$ cat src/rtl/ppa_share_arb.sv
// Two-requester front end that time-shares one external 32-bit prefix adder.
// Each operation is accepted, computed and returned as IDLE -> COMPUTE -> RESP -> IDLE.
module ppa_share_arb #(
   parameter int WIDTH     = 32,
   parameter bit PRIO_MODE = 1'b0
) (
   input  logic             clock,
   input  logic             reset_n,
   // requester 0
   input  logic             r0_valid,
   output logic             r0_ready,
   input  logic [WIDTH-1:0] r0_a,
   input  logic [WIDTH-1:0] r0_b,
   input  logic             r0_sub,
   // requester 1
   input  logic             r1_valid,
   output logic             r1_ready,
   input  logic [WIDTH-1:0] r1_a,
   input  logic [WIDTH-1:0] r1_b,
   input  logic             r1_sub,
   // response 0
   output logic             rsp0_valid,
   input  logic             rsp0_ready,
   output logic [WIDTH-1:0] rsp0_sum,
   output logic             rsp0_ovf,
   output logic             rsp0_cout,
   // response 1
   output logic             rsp1_valid,
   input  logic             rsp1_ready,
   output logic [WIDTH-1:0] rsp1_sum,
   output logic             rsp1_ovf,
   output logic             rsp1_cout,
   // shared adder
   output logic [WIDTH-1:0] add_a,
   output logic [WIDTH-1:0] add_b,
   output logic             add_cin,
   input  logic [WIDTH-1:0] add_s,
   input  logic             add_ovf,
   input  logic             add_cout,
   output logic             busy
);

   typedef enum logic [1:0] {
      IDLE    = 2'd0,
      COMPUTE = 2'd1,
      RESP    = 2'd2
   } state_t;

   state_t           state_q, state_d;
   logic             ptr_q, ptr_d;
   logic             owner_q, owner_d;
   logic [WIDTH-1:0] opa_q, opa_d;
   logic [WIDTH-1:0] opb_q, opb_d;
   logic             sub_q, sub_d;
   logic [WIDTH-1:0] sum_q, sum_d;
   logic             ovf_q, ovf_d;
   logic             cout_q, cout_d;
   logic [1:0]       rsp_valid_q, rsp_valid_d;

   logic [1:0]       gnt;
   logic [1:0]       rsp_ready_v;

   assign rsp_ready_v = {rsp1_ready, rsp0_ready};

   // Grant is only evaluated in IDLE, so ready is implicitly low while busy.
   generate
      if (PRIO_MODE) begin : g_fixed
         always_comb begin
            gnt = 2'b00;
            if (state_q == IDLE) begin
               gnt[0] = r0_valid;
               gnt[1] = r1_valid & ~r0_valid;
            end
         end
      end else begin : g_rr
         always_comb begin
            gnt = 2'b00;
            if (state_q == IDLE) begin
               gnt[0] = r0_valid & (~r1_valid | ~ptr_q);
               gnt[1] = r1_valid & (~r0_valid |  ptr_q);
            end
         end
      end
   endgenerate

   assign r0_ready = gnt[0];
   assign r1_ready = gnt[1];

   always_comb begin
      state_d     = state_q;
      ptr_d       = ptr_q;
      owner_d     = owner_q;
      opa_d       = opa_q;
      opb_d       = opb_q;
      sub_d       = sub_q;
      sum_d       = sum_q;
      ovf_d       = ovf_q;
      cout_d      = cout_q;
      rsp_valid_d = rsp_valid_q;
      case (state_q)
         IDLE: begin
            if (|gnt) begin
               owner_d = gnt[1];
               opa_d   = gnt[1] ? r1_a : r0_a;
               sub_d   = gnt[1] ? r1_sub : r0_sub;
               // B is stored pre-inverted so the COMPUTE cycle drives it straight out.
               if (gnt[1]) opb_d = r1_sub ? ~r1_b : r1_b;
               else        opb_d = r0_sub ? ~r0_b : r0_b;
               if (!PRIO_MODE) ptr_d = ~gnt[1];
               state_d = COMPUTE;
            end
         end
         COMPUTE: begin
            sum_d       = add_s;
            ovf_d       = add_ovf;
            cout_d      = add_cout;
            rsp_valid_d = owner_q ? 2'b10 : 2'b01;
            state_d     = RESP;
         end
         RESP: begin
            if (rsp_ready_v[owner_q]) begin
               rsp_valid_d = 2'b00;
               state_d     = IDLE;
            end
         end
         default: begin
            rsp_valid_d = 2'b00;
            state_d     = IDLE;
         end
      endcase
   end

   always_ff @(posedge clock or negedge reset_n) begin
      if (!reset_n) begin
         state_q     <= IDLE;
         ptr_q       <= 1'b0;
         owner_q     <= 1'b0;
         opa_q       <= '0;
         opb_q       <= '0;
         sub_q       <= 1'b0;
         sum_q       <= '0;
         ovf_q       <= 1'b0;
         cout_q      <= 1'b0;
         rsp_valid_q <= 2'b00;
      end else begin
         state_q     <= state_d;
         ptr_q       <= ptr_d;
         owner_q     <= owner_d;
         opa_q       <= opa_d;
         opb_q       <= opb_d;
         sub_q       <= sub_d;
         sum_q       <= sum_d;
         ovf_q       <= ovf_d;
         cout_q      <= cout_d;
         rsp_valid_q <= rsp_valid_d;
      end
   end

   // Adder inputs are quiet outside COMPUTE to avoid needless toggling.
   assign add_a   = (state_q == COMPUTE) ? opa_q : '0;
   assign add_b   = (state_q == COMPUTE) ? opb_q : '0;
   assign add_cin = (state_q == COMPUTE) ? sub_q : 1'b0;

   assign rsp0_valid = rsp_valid_q[0];
   assign rsp0_sum   = sum_q;
   assign rsp0_ovf   = ovf_q;
   assign rsp0_cout  = cout_q;
   assign rsp1_valid = rsp_valid_q[1];
   assign rsp1_sum   = sum_q;
   assign rsp1_ovf   = ovf_q;
   assign rsp1_cout  = cout_q;

   assign busy = (state_q != IDLE);

endmodule

$ cat config.mk
export PLATFORM = sky130hd
export DESIGN_NAME = ppa_share_arb
export DESIGN_NICKNAME = d
export VERILOG_FILES = /design/src/rtl/ppa_share_arb.sv
export SDC_FILE = /design/constraint.sdc
export NUM_CORES = 1
export LEC_CHECK = 0
export ABC_CLOCK_PERIOD_IN_PS = 2240
export BUFFER_PORTS_ARGS = -buffer_cell sky130_fd_sc_hd__buf_2
export CORE_AREA = 2 2 120 122
export CTS_CLUSTER_DIAMETER = 120
export DETAILED_ROUTE_END_ITERATION = 7
export DIE_AREA = 0 0 122 124
export PLACE_DENSITY = 0.85
export SLEW_MARGIN = 40
export SYNTH_ARGS = -nofsm -noshare
export SYNTH_HDL_FRONTEND = slang
export SYNTH_SLANG_ARGS = --single-unit
$ cat constraint.sdc
create_clock -name clock -period 2.24 [get_ports clock]
set_input_delay 0.112 -clock clock [delete_from_list [all_inputs] [get_ports clock]]
set_output_delay 0.112 -clock clock [all_outputs]
set_load 0.1 [all_outputs]
### Word-level counts from Yosys, hierarchy flattened

Cells that the tools add are included.

* register bits after elaboration: 105
* input bits: 170
* output and inout port bits: 138
* logic and storage cells: 48

* $lt $le $gt $ge: 1
* eq/ne operators: 4
* mux-type cells: 16
* bitwise gates (word level): 11
* reductions and logical operators: 6

Operators by type and width (count)
* $mux 32: 6
* $not 32->32: 2
* $pmux 2 s3: 2
* $mux 2: 4
* $reduce_and 2->1: 3
* $not 1->1: 5
* $mux 1: 4
* $and 1x1->1: 2
* $eq 2x1->1 const B: 1
* $eq 2x2->1 const B: 1
* $logic_not 2->1: 1
* $lt 1x2->1 const B: 1
* $ne 2x1->1 const B: 1
* $ne 2x2->1 const B: 1
* $or 1x1->1: 2
* $reduce_bool 2->1: 1
* $reduce_or 2->1: 1

### Depth between registers and ports, before layout

* word-level depth: 7
* depth in mapped cells: 7
* mapped depth without buffers: 4

### Worst setup path after synthesis

No wires, ideal clock.

* kind: reg2reg
* start: register state_q[1]
* end: register owner_q
* library setup time: 0.208 ns
* arrival: 2.508 ns
* data required time: 2.032 ns
* path slack: -0.476 ns
* cell stages (with the launch flop): 6
* path buffers: 2
* clock period less this slack: 2.716 ns
* cells stage by stage: dfrtp_1 -> buf_2 -> a211o_1 -> clkbuf_1 -> nor2_1 -> o22ai_1

* longest elaborated chain between the ends: 4

RTL lines
* start: declaration: line 49 `state_t state_q, state_d;`
* start signal: assignment: line 146 `state_q <= state_d;`
* $logic_not 2->1: line 78 `if (state_q == IDLE) begin`
* $mux 2: line 78
* named net r0_ready: line 11 `output logic r0_ready,`
* $reduce_or 2->1: line 102 `if (|gnt) begin`
* $reduce_and 2->1 (no line)
* end signal: assignment: line 148 `owner_q <= owner_d;`
* end: declaration: line 51 `logic owner_q, owner_d;`

The timed path passes the listed nets, and every way through them passes these cells.
A chain may end at the register's enable or synchronous reset.

### Worst setup path after layout

* start: register state_q[0]
* end: output port r1_ready

* longest elaborated chain between the ends: 2

RTL lines
* $logic_not 2->1: line 78
* $mux 2: line 78
* end: declaration: line 17 `output logic r1_ready,`

No other way between the ends.

==> impl_metrics.json <==
{
  "cp_max_fo": 16,
  "n_fill_cell": 985,
  "crit_slowest_cell": "buf_2",
  "grt_max_degree": 90,
  "slew_viol_final": 0,
  "critPathArrivalTime_ns": 1.99,
  "dr_total_vias": 6112,
  "gp_congestion": 0.845,
  "clock_sinks": 105,
  "die_h_um": 124,
  "synth_xor_xnor_area_share_pct": 9.26,
  "wl_per_cell_um": 20.0,
  "drtPass1Iterations": 5,
  "fin_worst_skew_ns": 0.0114,
  "finalWirelength_mm": 21.9,
  "postCtsSetupRepairBufs": 0,
  "fin_crit_sh_pct": 93.8,
  "yosysMostFrequentCell": "dfrtp_1",
  "clkTransAtPathRegs_ns": 0.08,
  "yosysSeqAreaShare_pct": 43.4,
  "hp-class": "in -> reg",
  "grt_remaining_overflow": 0,
  "nets": 1074,
  "vias_per_cell": 5.60,
  "die_area_mm2": 0.0151,
  "syn_inst": 614,
  "grt_antenna_before_repair": 3,
  "start_util_pct": 44.1,
  "fin_util_pct": 67.2,
  "fmax_ghz": 0.476,
  "grt_first_pass_wirelength_mm": 32.3,
  "crit_type": "reg -> out",
  "relSlewSlack_pct": 54.8,
  "first_global_vias": 6078,
  "async_flop_share_pct": 100,
  "insertion_delay_ns": 0.35,
  "track_usage_pct": 27.6,
  "layout-drive-gt1-share_pct": 42.8,
  "setup_viol": 0,
  "synth_top_family_by_area": "simple AND/OR/NAND/NOR gates",
  "start_kind": "register",
  "h-tree-depth": 3,
  "first_iter_violations": 505,
  "end_kind": "primary output",
  "ys_ff_latch": 105,
  "reg2reg_slack_ns": 0.46,
  "numPortBuffers": 307,
  "route.detailed.drc": 0,
  "avgSynthCellArea_um2": 9.86,
  "die_w_um": 122,
  "cts_resized": 0,
  "cts_root_buf": "clkbuf_16",
  "area_delta_synth_final_pct": 52.4,
  "synth-simple-area-share_pct": 16.5,
  "synthTopCellsByCount": "105 x dfrtp_1, 65 x and2_1, 64 x xor2_1, 47 x a21oi_1, 45 x nand3_1",
  "synth.cell_area_mm2": 0.00605,
  "hold_violations": 0,
  "cts_buffers": 9,
  "min_period_ns": 2.10,
  "fin_tns_setup_ns": 0,
  "max_cap_violations": 0,
  "critPathRequiredTime_ns": 2.13,
  "detail-route-antenna-nets": 0,
  "synth_compound_area_share_pct": 14.7,
  "place_hpwl_mm": 14.4,
  "outcome": "completed",
  "rsz0062_at_grt": "no",
  "muxShareOfSynthArea_pct": 6.66,
  "worst_pin_slew_ns": 0.678,
  "synth_cell_types": 36,
  "cts_tree": "done",
  "postSynthNetCount": 784,
  "cp_slowest_stage_delay_ns": 0.49,
  "rows": 43,
  "synth_edf_count": 0,
  "ioPinCount": 308,
  "synthAdderAreaFrac_pct": 0,
  "ys.flop_type": "dfrtp_1",
  "yosys.area.top_type": "dfrtp_1",
  "synth_area_leaders": "dfrtp_1 43%, xor2_1 9.3%, and2_1 6.7%",
  "yosysWarnings": 0,
  "cts_buffer_depth": 2,
  "cp_cell_sequence": "or3b_1, nor2_8, buf_2",
  "fp.coreArea_mm2": 0.0137,
  "synth_top_area_share_pct": 43.4
}
[registers in the layout, indices dropped and copies added (netlist names)]
name	cells
opa_q	32
rsp0_cout	1
ptr_q	1
sub_q	1
state_q	2
opb_q	32
rsp0_ovf	1
rsp_valid_q	2
owner_q	1
rsp0_sum	32
[worst paths after layout]
kind / start / end / cells after the start
worst max-delay path: state_q[0] / r1_ready / 3
worst min-delay path: r1_a[27] / opa_q[27] / 2
worst max register to register: ptr_q / opa_q[30] / 4
worst min register to register: opa_q[14] / opa_q[14] / 1
max in group asynchronous: reset_n / ptr_q / 3
min in group asynchronous: reset_n / rsp0_sum[29] / 2
[what timing repair did]
action,CTS,global route
setup endpoints to repair,0,0
hold endpoints to repair,57,3
hold buffers,42,3
[layout by cell type (no fill, tap or decap), types with 2 or more instances in the layout]
cell type      netlist  routed
a21oi_1             47      47
a221o_1             19      19
a31oi_1             14      14
and2_1              65      65
and3_1              19      19
buf_12               0      68
buf_2               23     243
buf_4               37      20
clkbuf_16            0       9
clkinv_4             0       2
dfrtp_1            105     105
diode_2              0       3
dlygate4sd3_1        0      45
inv_1                3       3
inv_6                0       2
inv_8                0       3
mux2_2              34      34
mux2i_1              2       2
nand3_1             45      45
nor2_1               3       2
nor2_2               1       2
nor2b_1              3       2
nor3_1              32      32
o21ai_0             15      15
o2bb2ai_1            2       2
o31ai_1             32      32
xor2_1              64      64
[layer usage]
metal,global-route usage (%),vias up,routed length (µm)
met5,0,-,0
met3,7.42,56,2170
met1,31.4,2947,7710
met4,11.3,0,655
met2,49.2,399,11300
li1,-,2710,-
[through the flow]
| stage | cell area [µm²] | cells | hold WS (ns) | worst slack [ns] |
|---|---|---|---|---|
| floorplan | 6060 | 614 | -0.184 | 0.0444 |
| global placement | 8470 | 1028 | -0.0119 | 0.510 |
| detailed placement | 8470 | 1028 | -0.00303 | 0.497 |
| CTS | 9190 | 1086 | 0.000488 | 0.123 |
| global route | 9220 | 1091 | 0.00663 | 0.0353 |
| finish | 9220 | 1092 | 0.0109 | 0.139 |
[logic make-up (layout without fill, tap and decap cells)]
family	Yosys count	count (layout)
and+or+nand+nor	174	174
AOI/OAI and AO/OA	134	134
xor gates and xnor gates	64	64
buffers and inverters	101	396
muxes	36	36
DFF	105	105
other	0	3
[cell type report]
cell class                      count  area, µm²  share of cell area [%]
Antenna cell                        3       7.51                  0.0814
Clock inverter                      7       68.8                   0.746
Tap cell                          180        225                    2.44
Clock buffer                        9        225                    2.44
Timing Repair Buffer              376       3180                    34.5
Multi-Input combinational cell    408       2880                    31.2
Sequential cell                   105       2630                    28.5
Inverter                            4       15.0                   0.163
[worst max-delay path: cells and delay by family (launching register included)]
family        cells  cell delay [ns]
buf+inv           1             0.49
flops             1             0.38
simple gates      2             0.76
Power is left out: the tool's default activity adds up to more than one toggle a clock period on the data nets, which glitch-free logic cannot reach.
